===== src/rtl/alu_64_pkg.sv =====
// Shared ALU definitions: data width and alu_fun encodings.
// The execute stage maps OPq ifun 0..3 straight onto alu_fun_e.
package alu_64_pkg;

  localparam int unsigned DATA_W = 64;
  localparam int unsigned FUN_W  = 2;

  typedef enum logic [FUN_W-1:0] {
    ALU_ADD = 2'b00,
    ALU_SUB = 2'b01,
    ALU_AND = 2'b10,
    ALU_XOR = 2'b11
  } alu_fun_e;

  // Registered ALU result bundle.
  typedef struct packed {
    logic [DATA_W-1:0] val;
    logic              overflow;
  } alu_result_t;

  // True for the operations that go through the adder/subtractor.
  function automatic logic is_arith(input alu_fun_e fun);
    return (fun == ALU_ADD) || (fun == ALU_SUB);
  endfunction

endpackage : alu_64_pkg


===== src/rtl/add_sub_64.sv =====
// 64-bit ripple-carry adder/subtractor built from full-adder cells.
// Subtract is a + ~b + 1: b inverted and carry-in driven by sub.
module add_sub_64
  import alu_64_pkg::*;
(
  input  logic              sub,
  input  logic [DATA_W-1:0] a,
  input  logic [DATA_W-1:0] b,
  output logic [DATA_W-1:0] sum_c,
  output logic              overflow_c
);

  logic [DATA_W-1:0] b_eff;
  logic [DATA_W-1:0] carry;

  assign b_eff    = b ^ {DATA_W{sub}};
  assign carry[0] = sub;

  // Full-adder chain; the carry out of the top cell is intentionally dropped.
  for (genvar i = 0; i < DATA_W; i++) begin : g_fa
    assign sum_c[i] = a[i] ^ b_eff[i] ^ carry[i];
    if (i < DATA_W - 1) begin : g_carry
      assign carry[i+1] = (a[i] & b_eff[i]) | (carry[i] & (a[i] ^ b_eff[i]));
    end
  end

  // Effective operands share a sign but the result sign differs. With b_eff
  // inverted for subtract this covers both add and subtract overflow rules.
  assign overflow_c = (a[DATA_W-1] == b_eff[DATA_W-1]) &&
                      (sum_c[DATA_W-1] != a[DATA_W-1]);

endmodule : add_sub_64


===== src/rtl/alu_64.sv =====
// 64-bit execute-stage ALU: add, subtract, AND, XOR with signed overflow.
// Single-cycle latency; result and overflow are registered every cycle.
module alu_64
  import alu_64_pkg::*;
(
  input  logic              clk,
  input  logic              reset,
  input  logic [FUN_W-1:0]  alu_fun,
  input  logic [DATA_W-1:0] A,
  input  logic [DATA_W-1:0] B,
  output logic [DATA_W-1:0] valE,
  output logic              overflow
);

  alu_fun_e          fun;
  logic [DATA_W-1:0] arith_sum;
  logic              arith_ovf;
  alu_result_t       result_c;
  alu_result_t       result_q;

  assign fun = alu_fun_e'(alu_fun);

  add_sub_64 u_add_sub (
    .sub        (fun == ALU_SUB),
    .a          (A),
    .b          (B),
    .sum_c      (arith_sum),
    .overflow_c (arith_ovf)
  );

  // Result select; logic ops never report overflow.
  always_comb begin
    result_c.val      = '0;
    result_c.overflow = 1'b0;
    unique case (fun)
      ALU_ADD, ALU_SUB: begin
        result_c.val      = arith_sum;
        result_c.overflow = arith_ovf & is_arith(fun);
      end
      ALU_AND: result_c.val = A & B;
      ALU_XOR: result_c.val = A ^ B;
      default: begin
        result_c.val      = '0;
        result_c.overflow = 1'b0;
      end
    endcase
  end

  // Output register; reset wins over the incoming operation.
  always_ff @(posedge clk) begin
    if (reset) begin
      result_q <= '0;
    end else begin
      result_q <= result_c;
    end
  end

  assign valE     = result_q.val;
  assign overflow = result_q.overflow;

endmodule : alu_64


===== config.mk =====
export PLATFORM = sky130hd
export DESIGN_NAME = alu_64
export DESIGN_NICKNAME = d
export VERILOG_FILES = /design/src/rtl/alu_64_pkg.sv /design/src/rtl/add_sub_64.sv /design/src/rtl/alu_64.sv
export SDC_FILE = /design/constraint.sdc
export NUM_CORES = 1
export LEC_CHECK = 0
export ABC_AREA = 1
export CORE_ASPECT_RATIO = 1.4
export CORE_MARGIN = 3
export CORE_UTILIZATION = 50
export CTS_CLUSTER_SIZE = 40
export DETAILED_ROUTE_END_ITERATION = 6
export GPL_TIMING_DRIVEN = 0
export PLACE_DENSITY = 0.86
export SLEW_MARGIN = 20
export SYNTH_ARGS = -nofsm -noshare
export SYNTH_HDL_FRONTEND = slang
export SYNTH_SLANG_ARGS = --single-unit

===== constraint.sdc =====
create_clock -name clk -period 56.1 [get_ports clk]
set_clock_uncertainty 0.2 [all_clocks]
set_input_delay 11.22 -clock clk [delete_from_list [all_inputs] [get_ports clk]]
set_output_delay 11.22 -clock clk [all_outputs]
set_load 0.05 [all_outputs]

==> results of run 1 <==
-- critical path: cells and delay by family --
kind / cells / cell delay (ps)
adder cells (fa/ha/maj): 62 / 26930
buffers and inverters: 6 / 1090
AO/OA/AOI/OAI: 3 / 300
AND/OR/NAND/NOR: 2 / 190
-- metrics by stage --
stage               instances  setup slack, ps  area [um2]
CTS                      1068            16120        8340
global placement         1053            16040        8070
finish                   1068            16350        8340
global route             1068            15350        8340
floorplan                 714            17780        5940
detailed placement       1053            15930        8070
-- sequential cells by signal, indices dropped and copies added (netlist names) --
signal    cells
valE         64
overflow      1
-- path summary, 6_finish.rpt --
kind / start / endpoint / slack [ps]
max: alu_fun[0] / valE[62] / 16350
min: alu_fun[1] / valE[61] / 11180
-- logic make-up (layout without fill, tap and decap cells) --
logic type                 after synthesis  after routing  share of synthesized area
AOI/OAI and AO/OA                       87             87                     0.0899
xor gates and xnor gates                62             62                     0.0914
adders and majority gates              126            126                      0.344
buffers and inverters                  188            398                      0.133
DFF                                     65             65                      0.219
muxes                                    1              1                    0.00168
and+or+nand+nor                        185            185                      0.121
-- placed cells by master (no fill, tap or decap), types with 6 or more instances in the layout --
cell type	n
buf_2	6
nor2_1	27
clkbuf_1	10
o21ai_1	20
o211ai_1	38
ha_1	64
clkdlybuf4s50_1	195
clkbuf_16	9
o21ai_0	27
buf_6	7
buf_4	7
fa_1	62
dfxtp_1	65
nand3_1	6
nand2_1	147
inv_1	151
xor2_1	61
-- final cells by class --
class,instances,area [um2]
Buffer,32,206
Clock buffer,12,246
Clock inverter,3,17.5
Fill cell,905,3120
Inverter,156,586
Multi-Input combinational cell,461,3850
Sequential cell,65,1300
Tap cell,144,180
Timing Repair Buffer,195,1950
-- layer usage --
layer	track usage	share of wire	vias up
met3	0.0434	0.066	39
met5	0	0	-
met4	0.119	0.032	0
met1	0.280	0.38	2534
li1	-	-	2583
met2	0.468	0.52	174
-- where the power goes --
group	switching (mW)	total, mW	internal, mW	leakage, nW
combinational	0.0503	0.0867	0.0364	3.38
sequential	0.00170	0.0536	0.0519	0.539
clock	0.0212	0.0520	0.0308	0.128
==> impl_results.md, run 1 <==
- Status: completed
- Final Util: 0.728
- Num CTS Buffers: 9
- ANT cells: 0
- Initial antenna violation count: 0
- Vias/cell: 4.99
- Most common cell in the netlist: inv_1
- Layout area overhead: 40.3%
- CP peak stage delay: 570 ps
- Share of the synthesized area in the top cell type: 0.219
- Count of cell types in the netlist: 24
- First drt pass iteration count: 4
- Syn Nets: 972
- Yosys top cell by area: dfxtp_1
- Worst hold stages: 6
- DP HPWL: approximately 13000 um
- Fin crit share: 0.708
- Min Tclk post-route: roughly 40000 ps
- Mapped Cells: 714
- Core Area: between 0.01 and 0.015 mm2
- Commonest cells in the synthesized netlist: 151 x inv_1, 147 x nand2_1, 65 x dfxtp_1
- Slew headroom: 0.600
- Clock-pin slew on the worst setup and hold paths: about 60 ps
- Clock H-tree levels: 3
- Starting density of the core: 0.519
- Post-CTS Setup Bufs: 0
- GP Congestion: 0.809
- Top_reg_cell synth: dfxtp_1
- CTS tree: yes
- Setup TNS: 0 ps
- Req. time, crit path: roughly 56000 ps
- Tightest Pin Transition: ~600 ps
- Total grt overflow: 0
- Buffers added on ports: around 200
- Vias in the first global route: 5703
- CP max FO: 10
- Setup crit end kind: flop
- Antenna Violating Nets Remaining: 0
- Post-synth EDFFs: 0
- WL final: between 15000 and 20000 um
- Worst setup path class: in2reg
- Share of cells above drive strength 1: 0.0455
- #FFs+latches synth: 65
- CTS sink cnt: between 60 and 70
- Avg WL per Cell: between 15 and 20 um
- Die Width: a little under 100 um
- Synth async-reset ratio: 0
- CP Launch Type: input pin
- Total power: slightly below 0.2 mW
- Worst hold slack: 11180 ps
- Post-CTS Hold Buffers: 0
- First-pass GRT wire length: 26700 um
- Setup repair after global routing missed its margin: false
- Gr usage total: 0.254
- Bufs on Longest Clock Path: 2
- Drt initial violations: between 100 and 150
- CTS root buf: clkbuf_16
- CP max-delay cell: clkdlybuf4s50_1
- Max Cap Violations: 0
- Fmax: ~25 MHz
- Leak Pwr: about 4.1 nW
- Max VDD drop: between 0.01 and 0.015 mV
- Worst hold path class: in2reg
- Pin count of the biggest net entering global routing: 11
- Row count: 46
- Post-synthesis sequential area ratio: 0.219
- Full die area: around 0.013 mm2
- Mapped Avg Cell Area: about 8.3 um2
- Largest cells by area after synthesis: dfxtp_1 22%, fa_1 21%, ha_1 13%, inv_1 9.5%, nand2_1 9.3%
- Nets: approximately 1200
- Mapped Area: roughly 0.0059 mm2
- CP arrival: 39770 ps
- Endpoints failing setup: 0
- Hold Vio Cnt, Final: 0
- Syn. warnings: 0
- Power Dens Cells: approximately 23 mW/mm2
- Max-slew violations: 0
- Routed vias: 5330
- Post-route DRC: 0
- IO Count: approximately 200
- Post-CTS Resized: 0
- Die Y: between 100 and 150 um
- Top cell by count, worst path: fa_1
Power figures use the tool's default switching activity.
==> run 2: changes to the inputs <==
--- a/config.mk
+++ b/config.mk
@@ -8,11 +8,11 @@
 export ABC_AREA = 1
 export CORE_ASPECT_RATIO = 1.4
 export CORE_MARGIN = 3
-export CORE_UTILIZATION = 50
+export CORE_UTILIZATION = 43
 export CTS_CLUSTER_SIZE = 40
 export DETAILED_ROUTE_END_ITERATION = 6
 export GPL_TIMING_DRIVEN = 0
-export PLACE_DENSITY = 0.86
+export PLACE_DENSITY = 0.79
 export SLEW_MARGIN = 20
 export SYNTH_ARGS = -nofsm -noshare
 export SYNTH_HDL_FRONTEND = slang
==> constraint.sdc (replaced) <==
create_clock -name clk -period 35.9 [get_ports clk]
set_clock_uncertainty 0.2 [all_clocks]
set_input_delay 7.18 -clock clk [delete_from_list [all_inputs] [get_ports clk]]
set_output_delay 7.18 -clock clk [all_outputs]
set_load 0.05 [all_outputs]
==> run 2 against run 1 <==
Against the previous run:
- via count fell by 1.4%
- combinational power rose by 58%
- critical path depth rose by 1
- critical endpoint unchanged
- largest power group unchanged
==> impl_results.md, run 2 (same netlist as run 1, synthesis figures left out) <==
- Top cell by count, worst path: fa_1
- GP Congestion: 0.835 (+3.2%)
- Slew headroom: 0.587 (-0.0132)
- Combinational power share: 0.436 (-0.015)
- CP peak stage delay: 490 ps (-80 ps)
- Setup repair after global routing missed its margin: false
- Min Tclk post-route: roughly 35000 ps
- Fmax: 28.7 MHz
- Endpoints failing setup: 0 (unchanged)
- Num CTS Buffers: 9 (unchanged)
- Req. time, crit path: 35920 ps (-20210 ps)
- Hold Vio Cnt, Final: 0 (unchanged)
- Gr usage total: 0.223 (-0.0301)
- CP Launch Type: input pin
- DP HPWL: 13200 um (+2.9%)
- Final Util: 0.629 (-0.0993)
- Tightest Pin Transition: 619 ps (+19.8 ps)
- Worst hold path class: in2reg
- Share of cells above drive strength 1: 0.0595 (+0.0140)
- Buffers added on ports: 195 (unchanged)
- Initial antenna violation count: 0 (unchanged)
- CTS tree: yes
- Status: completed
- CP max-delay cell: fa_1
- Commonest non-fill, non-tap cell in the layout: clkdlybuf4s50_1
- Antenna Violating Nets Remaining: 0 (unchanged)
- Vias in the first global route: 5441 (-4.6%)
- Drt initial violations: 128 (-6.6%)
- Commonest cells after routing, fill and taps aside: 194 x clkdlybuf4s50_1, 151 x inv_1, 147 x nand2_1, 65 x dfxtp_1, 64 x ha_1
- Vias/cell: 4.75 (-4.9%)
- Full die area: 0.0153 mm2 (+15%)
- Post-route DRC: 0 (unchanged)
- Worst hold slack: 7120 ps (-4060 ps)
- Worst setup path class: in2reg
- Clk pwr share: 0.299 (+0.029)
- Nets: 1178 (unchanged)
- ANT cells: 0 (unchanged)
- CP bufs+invs: 7 (+1)
- Clock H-tree levels: 3 (unchanged)
- Net load switching power: 0.117 mW (+60%)
- Total grt overflow: 0 (unchanged)
- P_int: 0.198 mW (+66%)
- Switch share: 0.371 (-0.00910)
- Leak Pwr: 4.07 nW (+0.38%)
- Power Dens Cells: 37.3 mW/mm2 (+62%)
- Bufs on Longest Clock Path: 2 (unchanged)
- Routed vias: 5256 (-1.4%)
- Die Y: 145 um (+7.5%)
- Max reg flops: 64 (unchanged)
- Post-route setup slack: 1010 ps (-15340 ps)
- Avg WL per Cell: 15.2 um (about the same)
- Fillers: 1147 (+27%)
- CP arrival: 34910 ps (-4860 ps)
- IO Count: 197 (unchanged)
- Post-CTS Setup Bufs: 0 (unchanged)
- Setup TNS: 0 ps (unchanged)
- Seq pwr share: 0.265 (-0.014)
- Max-slew violations: 0 (unchanged)
- First-pass GRT wire length: 27000 um (+1.1%)
- Pre-CTS WS: -371 ps (-16300 ps)
- Seq. cell area: 0.00130 mm2 (unchanged)
- CTS root buf: clkbuf_16
- Max VDD drop: 0.0212 mV (+71%)
- Starting density of the core: 0.442 (-0.0770)
- Post-CTS Hold Buffers: 0 (unchanged)
- Pin count of the biggest net entering global routing: 12 (+1)
- Clock-pin slew on the worst setup and hold paths: 50 ps (about the same)
- WL final: 16800 um (+3.7%)
- First drt pass iteration count: 4 (unchanged)
- Setup crit end kind: flop
- Layout area overhead: 42.3%
- Footprint of the multi-input gates: 0.00387 mm2 (+0.59%)
- Row count: 50 (+8.7%)
- Fin crit share: 0.972
- CP max FO: 10 (unchanged)
- Core Area: 0.0135 mm2 (+17%)
- Critical path's top delay family: adder cells
- CTS sink cnt: 65 (unchanged)
- Die Width: 105 um (+7.4%)
- Max Cap Violations: 0 (unchanged)
## run 2: per-stage QoR
step	instances	power [mW]	instance area, um2
global placement	1091	0.219	8120
finish	1107	0.315	8450
detailed placement	1091	0.222	8120
floorplan	714	0.171	5940
global route	1107	0.333	8450
CTS	1107	0.317	8440
## run 2: per-layer routing
layer / global-route usage / routed length (um) / vias up
met5: 0 / 0 / -
met4: 0.0926 / 509 / 0
met3: 0.0454 / 1010 / 41
met2: 0.409 / 8850 / 168
met1: 0.247 / 6440 / 2466
li1: - / - / 2581
## run 2: final cells by class
cell class	instances	area share
inverter	156	0.0693
clock inverter	4	0.00592
timing repair buffer	195	0.230
sequential	65	0.154
tap	182	0.0269
clock buffer	12	0.0315
buffer	32	0.0244
multi-input combinational	461	0.458
## run 2: power by group through the flow
stage | Sequential (mW) | Combinational (mW) | Clock, mW
finish | 0.0836 | 0.137 | 0.0942
global placement | 0.0850 | 0.134 | 0
floorplan | 0.117 | 0.0544 | 0
CTS | 0.0836 | 0.138 | 0.0950
global route | 0.0844 | 0.151 | 0.0976
detailed placement | 0.0850 | 0.137 | 0
## run 2: worst min-delay path: stages
cell	delay (ps)
buf_4	170
o21ai_0	170
o21ai_1	60
inv_1	40
## run 2: final timing paths
check / from / endpoint / slack (ps) / cells after the start
setup / recovery: alu_fun[1] / valE[62] / 1010 / 74
hold / removal: alu_fun[1] / valE[8] / 7120 / 4
## run 2: timing repair
action / in CTS / in global routing
setup endpoints to repair: 3 / 4
gates resized for setup: 1 / 11
pin swaps: 0 / 0
